--- config.mk ---
export PLATFORM = sky130hd
export DESIGN_NAME = ws2812_rx
export DESIGN_NICKNAME = d
export VERILOG_FILES = /design/src/rtl/ws2812_pkg.sv /design/src/rtl/ws2812_rx_sync.sv /design/src/rtl/ws2812_rx.sv
export SDC_FILE = /design/constraint.sdc
export NUM_CORES = 1
export LEC_CHECK = 0
export CORE_AREA = 2 2 107 67
export CTS_CLUSTER_SIZE = 28
export DETAILED_ROUTE_END_ITERATION = 8
export DIE_AREA = 0 0 109 69
export GPL_TIMING_DRIVEN = 0
export PLACE_DENSITY = 0.85
export SLEW_MARGIN = 10
export SYNTH_ARGS = -nofsm -noshare
export SYNTH_HDL_FRONTEND = slang
export SYNTH_HIERARCHICAL = 1
export SYNTH_SLANG_ARGS = --single-unit
export TNS_END_PERCENT = 50
--- constraint.sdc ---
create_clock -name clk -period 2.8 [get_ports clk]
set_input_delay 0.56 -clock clk [delete_from_list [all_inputs] [get_ports clk]]
set_output_delay 0.56 -clock clk [all_outputs]
set_load 0.02 [all_outputs]
--- src/rtl/ws2812_pkg.sv ---
// Shared WS2812 timing: receiver state encoding plus the derivation of every
// line-timing constant (RX and TX) from the system clock frequency.
package ws2812_pkg;

    typedef enum logic [1:0] {
        RX_SYNC,
        RX_IDLE,
        RX_HIGH,
        RX_LOW
    } rx_state_e;

    localparam int BIT_RATE_HZ = 800000;
    localparam int PIXEL_BITS  = 24;

    function automatic int calc_cycle_count(input int sys_clk);
        return sys_clk / BIT_RATE_HZ;
    endfunction

    // A high pulse at or above 3/8 of a bit period decodes as 1.
    function automatic int calc_bit_thresh(input int cycle_count);
        return (cycle_count * 3) / 8;
    endfunction

    function automatic int calc_reset_detect(input int cycle_count);
        return 50 * cycle_count;
    endfunction

    // Transmitter high times: 0.4 us for a 0, 0.8 us for a 1.
    function automatic int calc_tx_h0(input int sys_clk);
        return sys_clk / 2500000;
    endfunction

    function automatic int calc_tx_h1(input int sys_clk);
        return sys_clk / 1250000;
    endfunction

    function automatic int calc_tx_reset(input int sys_clk);
        return calc_reset_detect(calc_cycle_count(sys_clk));
    endfunction

endpackage

--- src/rtl/ws2812_rx_sync.sv ---
// Two-flop synchronizer for the asynchronous DI line. With WS2812_RX_DEGLITCH_EN
// defined, the output only follows three consecutive equal synchronized samples.
module ws2812_rx_sync (
    input  logic clk_i,
    input  logic rst_ni,
    input  logic di_i,
    output logic din_o
);

    logic meta_q;
    logic sync_q;

    always_ff @(posedge clk_i or negedge rst_ni) begin
        if (!rst_ni) begin
            meta_q <= 1'b0;
            sync_q <= 1'b0;
        end else begin
            meta_q <= di_i;
            sync_q <= meta_q;
        end
    end

`ifdef WS2812_RX_DEGLITCH_EN
    logic [1:0] hist_q;
    logic       din_q;
    logic       din_d;

    // Output is combinational on agreement so the filter costs exactly two cycles.
    always_comb begin
        din_d = din_q;
        if ((sync_q == hist_q[0]) && (sync_q == hist_q[1])) begin
            din_d = sync_q;
        end
    end

    always_ff @(posedge clk_i or negedge rst_ni) begin
        if (!rst_ni) begin
            hist_q <= 2'b00;
            din_q  <= 1'b0;
        end else begin
            hist_q <= {hist_q[0], sync_q};
            din_q  <= din_d;
        end
    end

    assign din_o = din_d;
`else
    assign din_o = sync_q;
`endif

endmodule

--- src/rtl/ws2812_rx.sv ---
// WS2812/SK6812 single-wire decoder: recovers 24-bit GRB pixels with a per-frame
// LED index. Optional input deglitch filter: define WS2812_RX_DEGLITCH_EN.
module ws2812_rx
    import ws2812_pkg::*;
#(
    parameter int NUM_LEDS     = 8,
    parameter int SYSTEM_CLOCK = 50000000
) (
    input  logic                        clk,
    input  logic                        reset_n,
    input  logic                        DI,
    output logic                        pixel_valid,
    output logic [$clog2(NUM_LEDS)-1:0] address,
    output logic [7:0]                  red_out,
    output logic [7:0]                  green_out,
    output logic [7:0]                  blue_out,
    output logic                        frame_done,
    output logic                        error,
    output logic                        overrun
);

    localparam int CYCLE_COUNT  = calc_cycle_count(SYSTEM_CLOCK);
    localparam int BIT_THRESH   = calc_bit_thresh(CYCLE_COUNT);
    localparam int RESET_DETECT = calc_reset_detect(CYCLE_COUNT);

    localparam int ADDR_W = $clog2(NUM_LEDS);
    localparam int IDX_W  = $clog2(NUM_LEDS + 1);
    localparam int HCNT_W = $clog2(CYCLE_COUNT + 1);
    localparam int LCNT_W = $clog2(RESET_DETECT + 1);

    localparam logic [HCNT_W-1:0] HCNT_LAST   = HCNT_W'(CYCLE_COUNT - 1);
    localparam logic [HCNT_W-1:0] HCNT_THRESH = HCNT_W'(BIT_THRESH);
    localparam logic [LCNT_W-1:0] LCNT_MAX    = LCNT_W'(RESET_DETECT);
    localparam logic [IDX_W-1:0]  IDX_LIMIT   = IDX_W'(NUM_LEDS);
    localparam logic [4:0]        LAST_BIT    = 5'(PIXEL_BITS - 1);

    function automatic logic [LCNT_W-1:0] sat_inc_low(input logic [LCNT_W-1:0] v);
        return (v == LCNT_MAX) ? v : v + LCNT_W'(1);
    endfunction

    logic din;

    rx_state_e state_q, state_d;

    logic [HCNT_W-1:0]     high_cnt_q, high_cnt_d;
    logic [LCNT_W-1:0]     low_cnt_q, low_cnt_d;
    logic [4:0]            bit_cnt_q, bit_cnt_d;
    logic [IDX_W-1:0]      pix_idx_q, pix_idx_d;
    logic [PIXEL_BITS-1:0] shift_q, shift_d;
    logic                  bit_val;

    logic              pixel_valid_q, pixel_valid_d;
    logic              frame_done_q, frame_done_d;
    logic              error_q, error_d;
    logic              overrun_q, overrun_d;
    logic [ADDR_W-1:0] address_q, address_d;
    logic [7:0]        red_q, red_d;
    logic [7:0]        green_q, green_d;
    logic [7:0]        blue_q, blue_d;

    ws2812_rx_sync u_sync (
        .clk_i  (clk),
        .rst_ni (reset_n),
        .di_i   (DI),
        .din_o  (din)
    );

    always_ff @(posedge clk or negedge reset_n) begin
        if (!reset_n) begin
            state_q <= RX_SYNC;
        end else begin
            state_q <= state_d;
        end
    end

    // In IDLE/LOW the line is known low, so din=1 there is always a rising edge.
    always_comb begin
        state_d = state_q;
        unique case (state_q)
            RX_SYNC: begin
                if (!din && (low_cnt_q == LCNT_MAX)) state_d = RX_IDLE;
            end
            RX_IDLE: begin
                if (din) state_d = RX_HIGH;
            end
            RX_HIGH: begin
                if (!din) begin
                    state_d = RX_LOW;
                end else if (high_cnt_q == HCNT_LAST) begin
                    state_d = RX_SYNC;
                end
            end
            RX_LOW: begin
                if (din) begin
                    state_d = RX_HIGH;
                end else if (low_cnt_q == LCNT_MAX) begin
                    state_d = RX_IDLE;
                end
            end
            default: state_d = RX_SYNC;
        endcase
    end

    always_comb begin
        low_cnt_d     = din ? '0 : sat_inc_low(low_cnt_q);
        high_cnt_d    = high_cnt_q;
        bit_cnt_d     = bit_cnt_q;
        pix_idx_d     = pix_idx_q;
        shift_d       = shift_q;
        address_d     = address_q;
        red_d         = red_q;
        green_d       = green_q;
        blue_d        = blue_q;
        overrun_d     = overrun_q;
        pixel_valid_d = 1'b0;
        frame_done_d  = 1'b0;
        error_d       = 1'b0;
        bit_val       = (high_cnt_q >= HCNT_THRESH);

        unique case (state_q)
            RX_SYNC: begin
                bit_cnt_d = '0;
                pix_idx_d = '0;
            end
            RX_IDLE: begin
                if (din) begin
                    high_cnt_d = HCNT_W'(1);
                    overrun_d  = 1'b0;
                end
            end
            RX_LOW: begin
                if (din) begin
                    high_cnt_d = HCNT_W'(1);
                end else if (low_cnt_q == LCNT_MAX) begin
                    frame_done_d = 1'b1;
                    error_d      = (bit_cnt_q != 5'd0);
                    bit_cnt_d    = '0;
                    pix_idx_d    = '0;
                end
            end
            RX_HIGH: begin
                if (din) begin
                    if (high_cnt_q == HCNT_LAST) begin
                        error_d   = 1'b1;
                        bit_cnt_d = '0;
                        pix_idx_d = '0;
                    end else begin
                        high_cnt_d = high_cnt_q + HCNT_W'(1);
                    end
                end else begin
                    shift_d = {shift_q[PIXEL_BITS-2:0], bit_val};
                    if (bit_cnt_q == LAST_BIT) begin
                        bit_cnt_d = '0;
                        // Pixels beyond the frame length are dropped but flagged.
                        if (pix_idx_q < IDX_LIMIT) begin
                            pixel_valid_d = 1'b1;
                            address_d     = pix_idx_q[ADDR_W-1:0];
                            green_d       = shift_d[23:16];
                            red_d         = shift_d[15:8];
                            blue_d        = shift_d[7:0];
                            pix_idx_d     = pix_idx_q + IDX_W'(1);
                        end else begin
                            overrun_d = 1'b1;
                        end
                    end else begin
                        bit_cnt_d = bit_cnt_q + 5'd1;
                    end
                end
            end
            default: ;
        endcase
    end

    always_ff @(posedge clk or negedge reset_n) begin
        if (!reset_n) begin
            high_cnt_q    <= '0;
            low_cnt_q     <= '0;
            bit_cnt_q     <= '0;
            pix_idx_q     <= '0;
            pixel_valid_q <= 1'b0;
            frame_done_q  <= 1'b0;
            error_q       <= 1'b0;
            overrun_q     <= 1'b0;
            address_q     <= '0;
            red_q         <= 8'h00;
            green_q       <= 8'h00;
            blue_q        <= 8'h00;
        end else begin
            high_cnt_q    <= high_cnt_d;
            low_cnt_q     <= low_cnt_d;
            bit_cnt_q     <= bit_cnt_d;
            pix_idx_q     <= pix_idx_d;
            pixel_valid_q <= pixel_valid_d;
            frame_done_q  <= frame_done_d;
            error_q       <= error_d;
            overrun_q     <= overrun_d;
            address_q     <= address_d;
            red_q         <= red_d;
            green_q       <= green_d;
            blue_q        <= blue_d;
        end
    end

    // Stale shift contents are harmless: bit_cnt restarts before any pixel is formed.
    always_ff @(posedge clk) begin
        shift_q <= shift_d;
    end

    assign pixel_valid = pixel_valid_q;
    assign frame_done  = frame_done_q;
    assign error       = error_q;
    assign overrun     = overrun_q;
    assign address     = address_q;
    assign red_out     = red_q;
    assign green_out   = green_q;
    assign blue_out    = blue_q;

endmodule

Word-level counts from Yosys, hierarchy flattened
Index checks and enable logic that the tools add are counted.
{ "op_classes": {"eq_ne": 21, "reduce_logical": 15, "order_cmp": 2, "muxes": 43, "bitwise": 1, "n_addsub": 4} }
{ "op_table": {"columns": ["operator", "n"], "rows": [
  ["5-bit two-way mux", 5],
  ["12-bit two-way mux", 2],
  ["4-bit two-way mux", 6],
  ["6-bit two-way mux", 3],
  ["4-bit AND reduction", 4],
  ["1-bit two-way mux", 15],
  ["5-bit one-hot mux with 3 select lines", 1],
  ["2-bit inequality test, second input constant", 7],
  ["12-bit by 1-bit adder with 12-bit output, second input constant", 1],
  ["12-bit equality test, second input constant", 1],
  ["2-bit two-way mux", 6],
  ["4-bit one-hot mux with 3 select lines", 1],
  ["6-bit one-hot mux with 2 select lines", 1],
  ["3-bit by 2-bit inequality test with 1-bit output, second input constant", 3],
  ["2-bit by 1-bit inequality test with 1-bit output, second input constant", 4],
  ["2-bit one-hot mux with 4 select lines", 1],
  ["6-bit by 1-bit adder with 6-bit output, second input constant", 1],
  ["6-bit equality test, second input constant", 1],
  ["6-bit by 5-bit >= comparator with 1-bit output, second input constant", 1],
  ["6-bit AND reduction", 1],
  ["5-bit by 1-bit adder with 5-bit output, second input constant", 1],
  ["5-bit equality test, second input constant", 1],
  ["5-bit AND reduction", 1],
  ["5-bit nonzero test", 1],
  ["other kinds (14)", 17]
]} }
{ "totals": {"wordCells": 102, "inputBits": 3, "ff_bits": 85, "out_inout_bits": 31} }

Depth between registers and ports, before layout
{ "depth": {"ltp_word": 5, "mapped_depth": 7} }

Cells and area by module
Netlist, hierarchy kept.
{ "modules_own_cells": {"columns": ["module", "instances", "area_each_um2", "seq_area_each_um2", "cells_each"], "rows": [
  ["ws2812_rx", 1, 3589.7, 2192.1, 265],
  ["ws2812_rx_sync", 1, 50.0, 50.0, 2]
]} }

Worst setup path before layout
Ideal clock, no wire load.
{ "synth_timing": {"kind": "flip-flop to flip-flop", "start": "register state_q[1]", "end": "register pix_idx_q[2]", "slack_ns": 0.697, "required_time_ns": 2.674, "synth_period_minus_slack_ns": 2.103, "t_arrival_ns": 1.977, "path_buffers": 1, "stages_incl_launch_ff": 7, "path_cell_list": "dfrtp_1 -> buf_4 -> or3b_4 -> clkinv_1 -> o21ai_0 -> nand3_1 -> a221o_1"} }
{ "synth_between": {"elab_chain_cells": 3, "word_cells_on_any_way": 11, "classes_between": "eq/ne (7); mux (1); reduce/logical (3)"} }
{ "synth_rtl": {"columns": ["item", "line_no", "rtl"], "rows": [
  ["start: declaration", "ws2812_rx.sv:43", "rx_state_e state_q, state_d;"],
  ["start signal: assignment", "ws2812_rx.sv:72", "state_q <= state_d;"],
  ["2-bit equality test / 2-bit logical NOT (equally long branches)", "ws2812_rx.sv:120", "unique case (state_q)"],
  ["3-bit by 2-bit inequality test with 1-bit output (no source line), or another cell as far along", null, null],
  ["6-bit AND reduction (no source line)", null, null],
  ["end signal: assignment", "ws2812_rx.sv:192", "pix_idx_q <= pix_idx_d;"],
  ["end: declaration", "ws2812_rx.sv:48", "logic [IDX_W-1:0] pix_idx_q, pix_idx_d;"]
]} }
Parallel ways exist; a longest one is shown, timed or not.
A chain may end at the register's enable or synchronous reset.

Worst setup path after layout
Ends and elaborated chain as after synthesis.

==> impl.org <==
** Placed design
- HPWL after detailed placement :: 4600 um
- At the end of routability-driven placement, the weighted congestion stood at 0.803.
- Post-Place Cell Area :: 0.00408 mm2
- Port-buffer cells :: 33

** Die
- Die area :: 0.00752 mm2
- The die is 109 um wide.
- Y dimension of the die :: roughly 69 um
- The initial utilization of the core area, before any placement, comes to 55.7%.
- Site row count :: 23
- Boundary pin count :: 34
- Core region area :: about 0.0065 mm2

** Logic synthesis
- The share of synthesized area in the top cell type comes to 42.6%.
- Netlist cell types :: 57
- The number of nets handed over by synthesis was around 280.
- Yosys mapped a number of flops with a built-in enable equal to 23.
- Post-synthesis instance area :: 0.00364 mm2
- After synthesis, the most frequently instantiated cells are dfrtp_1 (62), edfxtp_1 (23), mux2_4 (20), nand2_1 (15), a21oi_1 (13).
- After technology mapping, the gate count stands at 267.
- Proportion of synthesized chip area in sequential cells :: 61.6%
- Top flip-flop cell by instance count after synthesis :: dfrtp_1
- In this run the mean area of a mapped cell was 13.6 um2.
- YS warnings :: 6
- Top post-synthesis cells by area :: dfrtp_1 (43%), edfxtp_1 (19%), mux2_4 (8.3%), ha_1 (2.4%), mux2_1 (1.9%)
- Library cell occupying the most area in the post-synthesis netlist :: dfrtp_1
- Top-count cell post-synth :: dfrtp_1
- In this run, synthesis produced a sequential element count of 85.
- After synthesis, the share of flip-flops with an asynchronous set or reset is 72.9%.

** Power
- The clock network is responsible for 38.5% of the overall power.
- The internal portion of the total power is 1.63 mW.
- The worst-case IR drop observed on VDD is 0.378 mV.
- Fraction of power consumed by sequential logic :: between 50 and 60%
- P per Cell Area :: 502 mW/mm2
- For this design the static power due to leakage is about 1.7 nW.
- Switching fraction of total power :: approximately a quarter
- Of the total power, combinational logic draws around 1.8%.
- For this design the total switching power over the nets is 513 uW.

** Layout
- The number of antenna diodes in the final layout is 0.
- Area of all placed cells without fillers :: 0.00426 mm2
- Layout-stage area growth over the synthesis result :: 17.1%
- Layout cell share with drive strength beyond 1 :: 16.8%
- In the final design database the tool counted 321 nets.
- Final standard cell utilization of the core :: 65.3%

** Setup path
- Of all nets on the critical path, the largest fanout is 31.
- The critical path in this run is classified as flop to flop.
- Across all register-to-register paths, the minimum setup slack is between 0.2 and 0.25 ns.
- The worst setup path is captured at a flop.
- Counting cells, the worst reg-to-reg path comes to 6.
- Reg-to-reg critical path startpoint :: state_q[1]
- Signal arrival time at the worst endpoint :: 2.80 ns
- Tracing the worst setup path back leads to its startpoint at state_q[1].
- Following the worst setup path forward leads to its endpoint at pix_idx_q[2].
- The endpoint identified for the worst register-to-register timing path is pix_idx_q[2].
- Type of origin of the critical path :: flop
- At the worst endpoint, the required time is 3.05 ns.

** Global route
- Via count of the first global-routing pass :: about 2200
- The number of antenna violations at the first check in global routing was 0.
- Maximum number of pins on one net before global-route repair :: 63
- For this run the aggregate overflow at the end of global routing stands at 0.
- The first global-routing pass estimated 11200 um of wire.
- GRT Total Usage :: 19.8%

** Clocking
- Clock tree synthesis inserted a total of 9 buffers.
- Clock sink count :: 85
- After clock tree synthesis, the clock-pin slew on the worst setup and hold paths is 0.09 ns.
- Number of H-tree levels :: 3
- Cells resized by post-CTS repair :: 0
- TritonCTS built the clock tree.
- The clock passes through at most 2 buffers.
- In this run the post-CTS setup repair buffer count came out at 0.
- Post-CTS Hold Fix Bufs :: 0
- Root buffer cell :: clkbuf_8
- Clock latency on the worst-skew pair :: 0.36 ns

** STA
- The final hold violation count came to 0.
- Setup violations remaining at the end of the flow were counted as 0.
- Max Freq :: between 300 and 400 MHz
- Worst rel slew slack :: approximately 31%
- The final max-slew violation count is 0.
- Between clock sinks in the finished design, the worst skew comes to 0.00736 ns.
- Post-route fraction of the period consumed by the critical path :: 91.2%
- Transition time at the pin with the least slew margin :: 1.03 ns
- Setup repair after global routing left no endpoint under its margin.
- Min Tclk post-route :: between 2 and 3 ns

** Hold path
- Class of the tightest hold or removal check :: input pin to asynchronous set/reset pin

** Detailed routing
- Initial drt markers :: roughly 180
- Once detail routing completed, the nets flagged for antenna violations numbered 0.
- Via-per-instance ratio :: 5.68
- The routed layout has about 2300 vias.
- Wire length after detailed routing :: 6760 um
- Drt wl/cell :: between 15 and 20 um
- DRC Markers :: 0
- For this run, the detailed router's first-pass iteration total came to 4.

** Status
- Outcome :: finished, final reports clean

** Run
- The tool flagged a number of max-cap violations equal to 0.
## cells by family (layout without fill, tap and decap cells)
logic type | Yosys count | after routing | synth area share, %
buffers and inverters | 23 | 72 | 3.20
xor gates and xnor gates | 7 | 7 | 1.68
muxes | 29 | 29 | 11.0
adders and majority gates | 7 | 7 | 2.41
and+or+nand+nor | 69 | 69 | 11.2
AOI/OAI and AO/OA | 47 | 47 | 8.90
DFF | 85 | 85 | 61.6
## stage by stage
stage          cells  total power [mW]  setup WS (ns)  hold WS [ns]  setup TNS, ns
2_1_floorplan    267              1.32          0.697         0.264              0
3_3_place_gp     387              1.34         -0.896         0.333         -55.35
3_5_place_dp     387              1.34          0.262         0.335              0
4_1_cts          403              2.17          0.214         0.293              0
5_1_grt          403              2.24         0.0375         0.321              0
6_report         403              2.14          0.247         0.262              0
## cell type report
| cell class | count | area [um2] |
|---|---|---|
| buffer | 10 | 67.6 |
| clock buffer | 9 | 124 |
| clock inverter | 7 | 62.6 |
| fill | 485 | 2270 |
| inverter | 13 | 48.8 |
| multi-input combinational | 159 | 1280 |
| sequential | 85 | 2240 |
| tap | 87 | 109 |
| timing repair buffer | 33 | 328 |
## how the worst min path moves through the flow
stage / from / endpoint / slack, ns / cells after the start
2_1_floorplan: reset_n / address[0] / 0.26 / 0
3_3_place_gp: u_sync/meta_q / u_sync/din_o / 0.33 / 0
3_5_place_dp: u_sync/meta_q / u_sync/din_o / 0.33 / 0
4_1_cts: reset_n / blue_out[2] / 0.29 / 1
5_1_grt: reset_n / red_out[5] / 0.32 / 1
6_report: reset_n / high_cnt_q[3] / 0.26 / 1
## cell usage in the layout, fill, tap and decap left out, drive strengths merged, types with 7 or more instances in the layout
| cell | Yosys | layout |
|---|---|---|
| ha | 7 | 7 |
| nand2 | 15 | 15 |
| clkbuf | 4 | 13 |
| nor2 | 10 | 10 |
| edfxtp | 23 | 23 |
| a21oi | 13 | 13 |
| mux2 | 28 | 28 |
| buf | 6 | 7 |
| clkdlybuf4s50 | 0 | 32 |
| inv | 12 | 18 |
| nand3 | 10 | 10 |
| dfrtp | 62 | 62 |
## power groups by stage
stage / logic (mW) / registers (mW) / clock network (mW)
finish: 0.0384 / 1.28 / 0.824
global route: 0.0452 / 1.28 / 0.914
CTS: 0.0402 / 1.28 / 0.851
detailed placement: 0.0400 / 1.30 / 0
global placement: 0.0399 / 1.30 / 0
floorplan: 0.0152 / 1.30 / 0
## flip-flops by register name, indices dropped and copies added (netlist names), 2 cells and up
name        cells
address         3
bit_cnt_q       5
blue_out        8
green_out       8
high_cnt_q      6
low_cnt_q      12
pix_idx_q       4
red_out         8
shift_q        23
state_q         2
## critical path, stage by stage (launching register included)
cell,delay [ns]
dfrtp_1,0.37
buf_4,0.17
or3b_4,0.28
clkinv_1,0.80
o21ai_0,0.33
nand3_1,0.17
a221o_1,0.32
## routing by layer
layer	up-vias	global-route usage [%]	part of all wire, %
li1	1075	-	-
met1	1163	29.4	50
met2	44	27.7	45
met3	9	5.77	3.5
met4	0	6.98	1.4
met5	-	0	0
No activity file was read; power rests on OpenSTA's default activity.
